$ cat src/rtl/mem_rr_responder_if.sv
// Per-accessor load/store/done bus between core-side initiators and the
// arbitrated memory responder.
interface mem_rr_responder_if #(
    parameter int BITSIZE     = 32,
    parameter int N_ACCESSORS = 2
);
    logic [N_ACCESSORS*BITSIZE-1:0] acc_address_i;
    logic [N_ACCESSORS-1:0]         acc_load_i;
    logic [N_ACCESSORS-1:0]         acc_store_i;
    logic [N_ACCESSORS*BITSIZE-1:0] acc_data_i;
    logic [N_ACCESSORS*BITSIZE-1:0] acc_data_o;
    logic [N_ACCESSORS-1:0]         acc_done_o;
    logic [N_ACCESSORS-1:0]         acc_err_o;

    modport master (
        output acc_address_i, acc_load_i, acc_store_i, acc_data_i,
        input  acc_data_o, acc_done_o, acc_err_o
    );

    modport slave (
        input  acc_address_i, acc_load_i, acc_store_i, acc_data_i,
        output acc_data_o, acc_done_o, acc_err_o
    );
endinterface

$ cat src/rtl/mem_rr_responder.sv
// Round-robin arbitrated word memory serving N_ACCESSORS load/store initiators,
// one access at a time, with a single-cycle done pulse per completed access.
module mem_rr_responder #(
    parameter int BITSIZE     = 32,
    parameter int MEM_SIZE    = 16,
    parameter int N_ACCESSORS = 2
) (
    input  logic                  clk,
    input  logic                  resetn_i,
    mem_rr_responder_if.slave     bus
);
    localparam int AW = $clog2(MEM_SIZE);
    localparam int IW = (N_ACCESSORS > 1) ? $clog2(N_ACCESSORS) : 1;
    localparam logic [BITSIZE-1:0] MEM_BYTES = BITSIZE'(MEM_SIZE * 4);

    localparam logic [1:0] S_IDLE    = 2'd0;
    localparam logic [1:0] S_ACCESS  = 2'd1;
    localparam logic [1:0] S_RESPOND = 2'd2;

    logic [1:0]             state_q, state_d;
    logic [IW-1:0]          ptr_q, ptr_d;
    logic [N_ACCESSORS-1:0] mask_q, mask_d;
    logic [IW-1:0]          grant_q, grant_d;
    logic [BITSIZE-1:0]     addr_q, addr_d;
    logic [BITSIZE-1:0]     wdata_q, wdata_d;
    logic                   store_q, store_d;
    logic [BITSIZE-1:0]     mem_q [MEM_SIZE];
    logic [BITSIZE-1:0]     mem_d [MEM_SIZE];
    logic [BITSIZE-1:0]     data_o_q [N_ACCESSORS];
    logic [BITSIZE-1:0]     data_o_d [N_ACCESSORS];
    logic [N_ACCESSORS-1:0] done_q, done_d;
    logic [N_ACCESSORS-1:0] err_o_q, err_o_d;

    logic [N_ACCESSORS-1:0] req;
    logic [BITSIZE-1:0]     addr_a  [N_ACCESSORS];
    logic [BITSIZE-1:0]     wdata_a [N_ACCESSORS];
    logic                   found;
    logic [IW-1:0]          cand;
    int unsigned            pos;
    logic                   in_range;
    logic [AW-1:0]          widx;
    logic [BITSIZE-1:0]     rdata;

    assign req = bus.acc_load_i | bus.acc_store_i;

    for (genvar k = 0; k < N_ACCESSORS; k++) begin : g_slice
        assign addr_a[k]  = bus.acc_address_i[k*BITSIZE +: BITSIZE];
        assign wdata_a[k] = bus.acc_data_i[k*BITSIZE +: BITSIZE];
        assign bus.acc_data_o[k*BITSIZE +: BITSIZE] = data_o_q[k];
    end

    assign bus.acc_done_o = done_q;
    assign bus.acc_err_o  = err_o_q;

    always_comb begin
        state_d  = state_q;
        ptr_d    = ptr_q;
        mask_d   = mask_q;
        grant_d  = grant_q;
        addr_d   = addr_q;
        wdata_d  = wdata_q;
        store_d  = store_q;
        mem_d    = mem_q;
        data_o_d = data_o_q;
        done_d   = '0;
        err_o_d  = '0;
        found    = 1'b0;
        cand     = '0;
        pos      = '0;
        rdata    = '0;
        in_range = (addr_q < MEM_BYTES);
        widx     = addr_q[2 +: AW];

        case (state_q)
            S_IDLE: begin
                mask_d = '0;
                // Scan from the pointer with wrap; the just-served accessor is masked for this one cycle.
                for (int unsigned i = 0; i < N_ACCESSORS; i++) begin
                    pos = 32'(ptr_q) + i;
                    if (pos >= N_ACCESSORS) pos = pos - N_ACCESSORS;
                    cand = IW'(pos);
                    if (!found && req[cand] && !mask_q[cand]) begin
                        found   = 1'b1;
                        grant_d = cand;
                    end
                end
                if (found) begin
                    addr_d  = addr_a[grant_d];
                    wdata_d = wdata_a[grant_d];
                    store_d = bus.acc_store_i[grant_d];
                    state_d = S_ACCESS;
                end
            end
            S_ACCESS: begin
                if (in_range) begin
                    if (store_q) begin
                        mem_d[widx] = wdata_q;
                        rdata       = wdata_q;
                    end else begin
                        rdata = mem_q[widx];
                    end
                end
                data_o_d[grant_q] = rdata;
                done_d[grant_q]   = 1'b1;
                err_o_d[grant_q]  = !in_range;
                state_d           = S_RESPOND;
            end
            S_RESPOND: begin
                ptr_d           = (grant_q == IW'(N_ACCESSORS - 1)) ? '0 : grant_q + 1'b1;
                mask_d          = '0;
                mask_d[grant_q] = 1'b1;
                state_d         = S_IDLE;
            end
            default: state_d = S_IDLE;
        endcase
    end

    always_ff @(posedge clk or negedge resetn_i) begin
        if (!resetn_i) begin
            state_q  <= S_IDLE;
            ptr_q    <= '0;
            mask_q   <= '0;
            grant_q  <= '0;
            addr_q   <= '0;
            wdata_q  <= '0;
            store_q  <= 1'b0;
            mem_q    <= '{default: '0};
            data_o_q <= '{default: '0};
            done_q   <= '0;
            err_o_q  <= '0;
        end else begin
            state_q  <= state_d;
            ptr_q    <= ptr_d;
            mask_q   <= mask_d;
            grant_q  <= grant_d;
            addr_q   <= addr_d;
            wdata_q  <= wdata_d;
            store_q  <= store_d;
            mem_q    <= mem_d;
            data_o_q <= data_o_d;
            done_q   <= done_d;
            err_o_q  <= err_o_d;
        end
    end
endmodule

$ cat src/flat_wrapper.sv
// flat-port wrapper written by rule: the top's interface ports become plain ports
module mem_rr_responder_flat 
#(
    parameter int BITSIZE     = 32,
    parameter int MEM_SIZE    = 16,
    parameter int N_ACCESSORS = 2
)
  (clk, resetn_i, bus_acc_address_i, bus_acc_load_i, bus_acc_store_i, bus_acc_data_i, bus_acc_data_o, bus_acc_done_o, bus_acc_err_o);
  mem_rr_responder_if #(.BITSIZE(BITSIZE), .N_ACCESSORS(N_ACCESSORS)) bus_i ();
  input  logic clk;
  input  logic resetn_i;
  input wire logic [$bits(bus_i.acc_address_i)-1:0] bus_acc_address_i;
  input wire logic [$bits(bus_i.acc_load_i)-1:0] bus_acc_load_i;
  input wire logic [$bits(bus_i.acc_store_i)-1:0] bus_acc_store_i;
  input wire logic [$bits(bus_i.acc_data_i)-1:0] bus_acc_data_i;
  output wire logic [$bits(bus_i.acc_data_o)-1:0] bus_acc_data_o;
  output wire logic [$bits(bus_i.acc_done_o)-1:0] bus_acc_done_o;
  output wire logic [$bits(bus_i.acc_err_o)-1:0] bus_acc_err_o;
  assign bus_i.acc_address_i = bus_acc_address_i;
  assign bus_i.acc_load_i = bus_acc_load_i;
  assign bus_i.acc_store_i = bus_acc_store_i;
  assign bus_i.acc_data_i = bus_acc_data_i;
  assign bus_acc_data_o = bus_i.acc_data_o;
  assign bus_acc_done_o = bus_i.acc_done_o;
  assign bus_acc_err_o = bus_i.acc_err_o;
  mem_rr_responder #(.BITSIZE(BITSIZE), .MEM_SIZE(MEM_SIZE), .N_ACCESSORS(N_ACCESSORS)) u_core (.clk(clk), .resetn_i(resetn_i), .bus(bus_i));
endmodule
$ cat config.mk
export PLATFORM = sky130hd
export DESIGN_NAME = mem_rr_responder_flat
export DESIGN_NICKNAME = d
export VERILOG_FILES = /design/src/rtl/mem_rr_responder_if.sv /design/src/rtl/mem_rr_responder.sv /design/src/flat_wrapper.sv
export SDC_FILE = /design/constraint.sdc
export NUM_CORES = 1
export LEC_CHECK = 0
export BUFFER_PORTS_ARGS = -buffer_cell sky130_fd_sc_hd__buf_2
export CAP_MARGIN = 10
export CELL_PAD_IN_SITES_DETAIL_PLACEMENT = 0
export CELL_PAD_IN_SITES_GLOBAL_PLACEMENT = 1
export CORE_MARGIN = 3
export CORE_UTILIZATION = 35
export DETAILED_ROUTE_END_ITERATION = 12
export GPL_ROUTABILITY_DRIVEN = 0
export PLACE_DENSITY_LB_ADDON = 0.1
export SYNTH_ARGS = -nofsm -noshare
export SYNTH_HDL_FRONTEND = slang
export SYNTH_SLANG_ARGS = --single-unit
$ cat constraint.sdc
create_clock -name clk -period 3.15 [get_ports clk]
set_clock_uncertainty 0.05 [all_clocks]
set_input_delay 0.4725 -clock clk [delete_from_list [all_inputs] [get_ports clk]]
set_output_delay 0.4725 -clock clk [all_outputs]
set_load 0.005 [all_outputs]
# After elaboration in Yosys (flattened, before gate mapping)
# Index checks and enable logic that the tools add are counted.
# op_classes
add_sub_neg	4
magnitude_cmp	13
n_eq_ne	3
muxes	47
bitwise	5
reduce_logical	14
# op_table
cell	n
512-bit bitwise mux	1
32-bit two-way mux	13
32-bit binary-select mux with 4-bit select	1
32-bit demux with 4-bit select	1
64-bit bitwise mux	1
32-bit demux with 1-bit select	1
32-bit by 7-bit < comparator with 1-bit output, second input constant	1
1-bit two-way mux	23
1-bit by 2-bit < comparator with 1-bit output, second input constant	4
2-bit case mux with 2 select lines	2
2-bit greater-or-equal comparator, second input constant	3
1-bit logical AND	6
2-bit two-way mux	3
5-bit greater-or-equal comparator, second input constant	1
5-bit by 1-bit < comparator with 1-bit output, second input constant	1
4-bit NOT with 5-bit output	1
1-bit zero test	4
1-bit NOT with 2-bit output	2
3-bit AND reduction	1
1-bit by 1-bit adder with 2-bit output, second input constant	1
2-bit AND	1
2-bit by 1-bit equality test with 1-bit output, second input constant	1
2-bit equality test, second input constant	1
1-bit by 2-bit greater-or-equal comparator with 1-bit output, second input constant	1
other kinds (10)	11
# totals
ff_bits	651
input_bits	134
output_inout_bits	68

# Longest topological paths before layout
# depth
depth_word	18
ltp_mapped	7
depth_no_buf	5

# Worst setup path after synthesis
# No wires, ideal clock.
# synth_timing
kind	register to register
startpoint	reg u_core.addr_q[13]
endpoint	reg u_core.mem_q[85] (netlist bit)
setup_ps	125
arrival_time_ps	2226
setup_slack_ps	749
stages_incl_launch_ff	7
period_less_slack_ps	2401
path_cell_list	dfrtp_1 > nor4_1 > nand3_2 > buf_2 > nor4_4 > buf_4 > mux2_2
# synth_between
elab_chain_len	2
# synth_lines
item	line	text
start, declared	mem_rr_responder.sv:24	logic [BITSIZE-1:0] addr_q, addr_d;
start signal, assigned	mem_rr_responder.sv:136	addr_q <= addr_d;
32-bit by 7-bit < comparator with 1-bit output	mem_rr_responder.sv:71	in_range = (addr_q < MEM_BYTES);
3-bit AND reduction (no source line)	--	
end signal, assigned	mem_rr_responder.sv:139	mem_q <= mem_d;
end, declared	mem_rr_responder.sv:27	logic [BITSIZE-1:0] mem_q [MEM_SIZE];
# No other way between the ends.
# A chain may end at the register's enable or synchronous reset.

# Final worst setup path
# layout_timing
startpoint	reg u_core.addr_q[11]
endpoint	reg u_core.mem_q[239] (netlist bit)
# The elaborated chain is that of the path after synthesis.

==> metrics.md <==
| Metric | Value |
|---|---|
| Status | `completed` |
| Port bufs | `197` |
| DR vias/cell | `5.48` |
| Internal power | `15.7 mW` |
| Final setup vio count | `0` |
| Postcts setup bufs | `0` |
| Maximum VDD drop | `0.561 mV` |
| Most used DFF post-synth | `dfrtp_1` |
| Max-slew violation count | `0` |
| TritonCTS buffer count | `76` |
| Vias | `19200` |
| Grt ovf | `0` |
| RSZ-0062 raised after global routing | `no` |
| Top cell type's share of synthesized area | `a little over half` |
| Worst min path class | `primary input to flip-flop` |
| Max-cap viol count | `0` |
| Post-synth EDFFs | `0` |
| Placed Area | `32400 um^2` |
| Resize count post-CTS | `0` |
| Critical-path top delay cell | `nor4_1` |
| Die Wd | `297 um` |
| Std-Cell Core Area | `around 84000 um^2` |
| Synth Net Count | `2269` |
| I/O pins | `202` |
| CP Capture Type | `flip-flop` |
| H-tree levels | `3` |
| Initial drt markers | `1090` |
| Asr flop ratio synth | `between 90% and 100%` |
| Synth Cell Area | `about 30000 um^2` |
| Largest net degree at the start of global routing | `slightly above 80` |
| Num rows | `106` |
| Met2 usage | `32.9%` |
| Die H | `297 um` |
| Fin. Hold Viols | `0` |
| Nets | `2433` |
| Initial antenna violation count | `3` |
| First-pass detailed-route iteration total | `5` |
| Post-route minimum period | `2730 ps` |
| Routing usage on met3 | `between 2 and 3%` |
| Starting density of the core | `35.4%` |
| Die Area | `88200 um^2` |
| Worst slew pin tran | `857 ps` |
| Switching Share | `between 30% and 40%` |
| Synth top area cells | `dfrtp_1, mux2_2, mux4_2` |
| Fmax | `0.366 GHz` |
| Leak pwr | `16.5 nW` |
| Synth cell types | `36` |
| Setup TNS | `0 ps` |
| Gr busiest metal | `met2` |
| Wirelength per Cell | `25.8 um` |
| Critical path class | `flip-flop to flip-flop` |
| Clock share of power | `34.3%` |
| Crit path DAT | `3170 ps` |
| DR DRC count | `0` |
| First-pass GRT wire length | `136000 um` |
| Hold-fix buffers, CTS | `1` |
| Post-synth top cells | `dfrtp_1, mux2_2, nor2_1, o21ai_0, clkbuf_1` |
| CP Cell Sequence | `nor4_1 -> nand3_2 -> buf_4 -> nor4_4 -> buf_12 -> mux2_2` |
| WL final | `90300 um` |
| Post-Syn Instances | `2135` |
| Max-slew headroom | `a little over two fifths` |
| CTS tree | `done` |
| Type of origin of the critical path | `flip-flop` |
| Seq pwr share | `41.5%` |
| Pwr dens | `708 nW/um^2` |
| Max stage delay on crit path | `600 ps` |
| Area growth syn-to-layout | `17.6%` |
| All-Layer GR Usage | `20.4%` |
| Count leader, synth | `dfrtp_1` |
| Average size of a mapped cell | `13.9 um^2` |
| Clk_lat worst skew | `610 ps` |
| CTS Root Cell | `clkbuf_16` |
| Synth Warn # | `0` |
| WP data required | `3590 ps` |
| Sequential share of the synthesized area | `54.8%` |
| CTS clk-pin slew, worst paths | `60 ps` |
| Maximum clock insertion buffer count | `3` |
| Fraction of layout instances using a drive strength above 1 | `43.4%` |
| Fill count | `7838` |
| Vias in the first global route | `20600` |
| Post-route ant nets | `0` |
| Clk sinks | `649` |
| Comb pwr share | `24.2%` |
| #FFs+latches synth | `roughly 650` |
| HPWL after DPL | `54500 um` |
| Crit share post-route | `86.7%` |
| Psw | `8.91 mW` |
| Grt met1 use | `29.4%` |
| Final Instance Area | `34800 um^2` |
| Cell taking the most area after synthesis | `dfrtp_1` |
| CP Max Fanout | `25` |
[area by class of cell]
cell class,instances,area (um^2),share of cell area (%)
multi-input cells,1276,12600,36.1
repair buffers,291,2190,6.29
inverters,5,18.8,0.0539
clock buffers,119,2230,6.39
diodes,4,10.0,0.0287
well taps,1134,1420,4.07
flip-flops and latches,649,16200,46.7
clock inverters,18,144,0.413
[metal layers]
metal	up-vias	share of wire, %
li1	8313	-
met1	10300	47
met2	414	47
met3	97	3.7
met4	0	1.8
met5	-	0
[kinds of logic (layout without fill, tap and decap cells)]
logic type             Yosys count  in the layout  synth area share, %
flip-flops                     649            649                 54.8
multiplexers                   640            640                 29.2
AO/OA/AOI/OAI                  331            331                 7.53
AND/OR/NAND/NOR                305            305                 5.24
buffers and inverters          210            433                 3.21
other                            0              4                    0
[final timing paths]
check	startpoint	to	slack [ps]	cells past startpoint
worst max-delay path	u_core.addr_q[11]	u_core.mem_q[239]	420	6
worst min-delay path	bus_acc_data_i[10]	u_core.wdata_q[10]	70	3
worst max register to register	u_core.addr_q[11]	u_core.mem_q[239]	420	6
worst min register to register	u_core.mem_q[509]	u_core.mem_q[509]	430	1
max in group asynchronous	resetn_i	u_core.bus.acc_data_o[18]	1740	3
min in group asynchronous	resetn_i	u_core.mem_q[6]	440	2
[placed cells by master, fill, tap and decap left out, types with 11 or more instances in the layout]
cell,synthesis,routed
a22o_1,64,64
a31oi_1,63,63
a32oi_1,64,64
buf_12,0,39
buf_2,43,196
buf_4,29,54
clkbuf_1,129,29
clkbuf_16,0,78
clkbuf_8,0,12
clkinv_2,0,11
dfrtp_1,649,646
mux2_1,53,53
mux2_2,459,459
mux4_2,128,128
nand2_1,36,35
nand3_1,65,65
nor2_1,163,161
nor4_4,9,16
o21ai_0,130,130
[metrics by stage]
stage	util (%)	cells	hold slack, ps	setup slack (ps)	power [mW]
floorplan	-	2135	127	749	13.5
global placement	38.8	3354	411	360	16.3
detailed placement	38.8	3354	421	388	16.4
CTS	41.6	3492	25.9	348	25.0
global route	41.6	3492	50.3	253	25.9
finish	41.6	3496	65.5	418	24.6
[power by group through the flow]
stage | clock (mW) | combinational [mW] | sequential, mW
6_report | 8.45 | 5.97 | 10.2
5_1_grt | 9.05 | 6.51 | 10.4
4_1_cts | 8.69 | 6.09 | 10.2
3_5_place_dp | 0 | 6.09 | 10.4
3_3_place_gp | 0 | 6.03 | 10.3
2_1_floorplan | 0 | 4.10 | 9.40
[state kept, by name, summed over array words and instances (netlist names)]
name and cells:
u_core.state_q 2, u_core.wdata_q 32, u_core.mask_q 2, u_core.bus.acc_data_o 64, u_core.ptr_q 1, u_core.bus.acc_err_o 2
u_core.bus.acc_done_o 2, u_core.store_q 1, u_core.grant_q 1, u_core.mem_q 512, u_core.addr_q 30
[critical path, delay by kind of cell, from the launching register on]
family / cells / cell delay, ps
AND/OR/NAND/NOR: 3 / 1160
buffers and inverters: 2 / 610
flip-flops: 1 / 370
multiplexers: 1 / 380
Note: power is estimated with default switching activity, not from simulation.
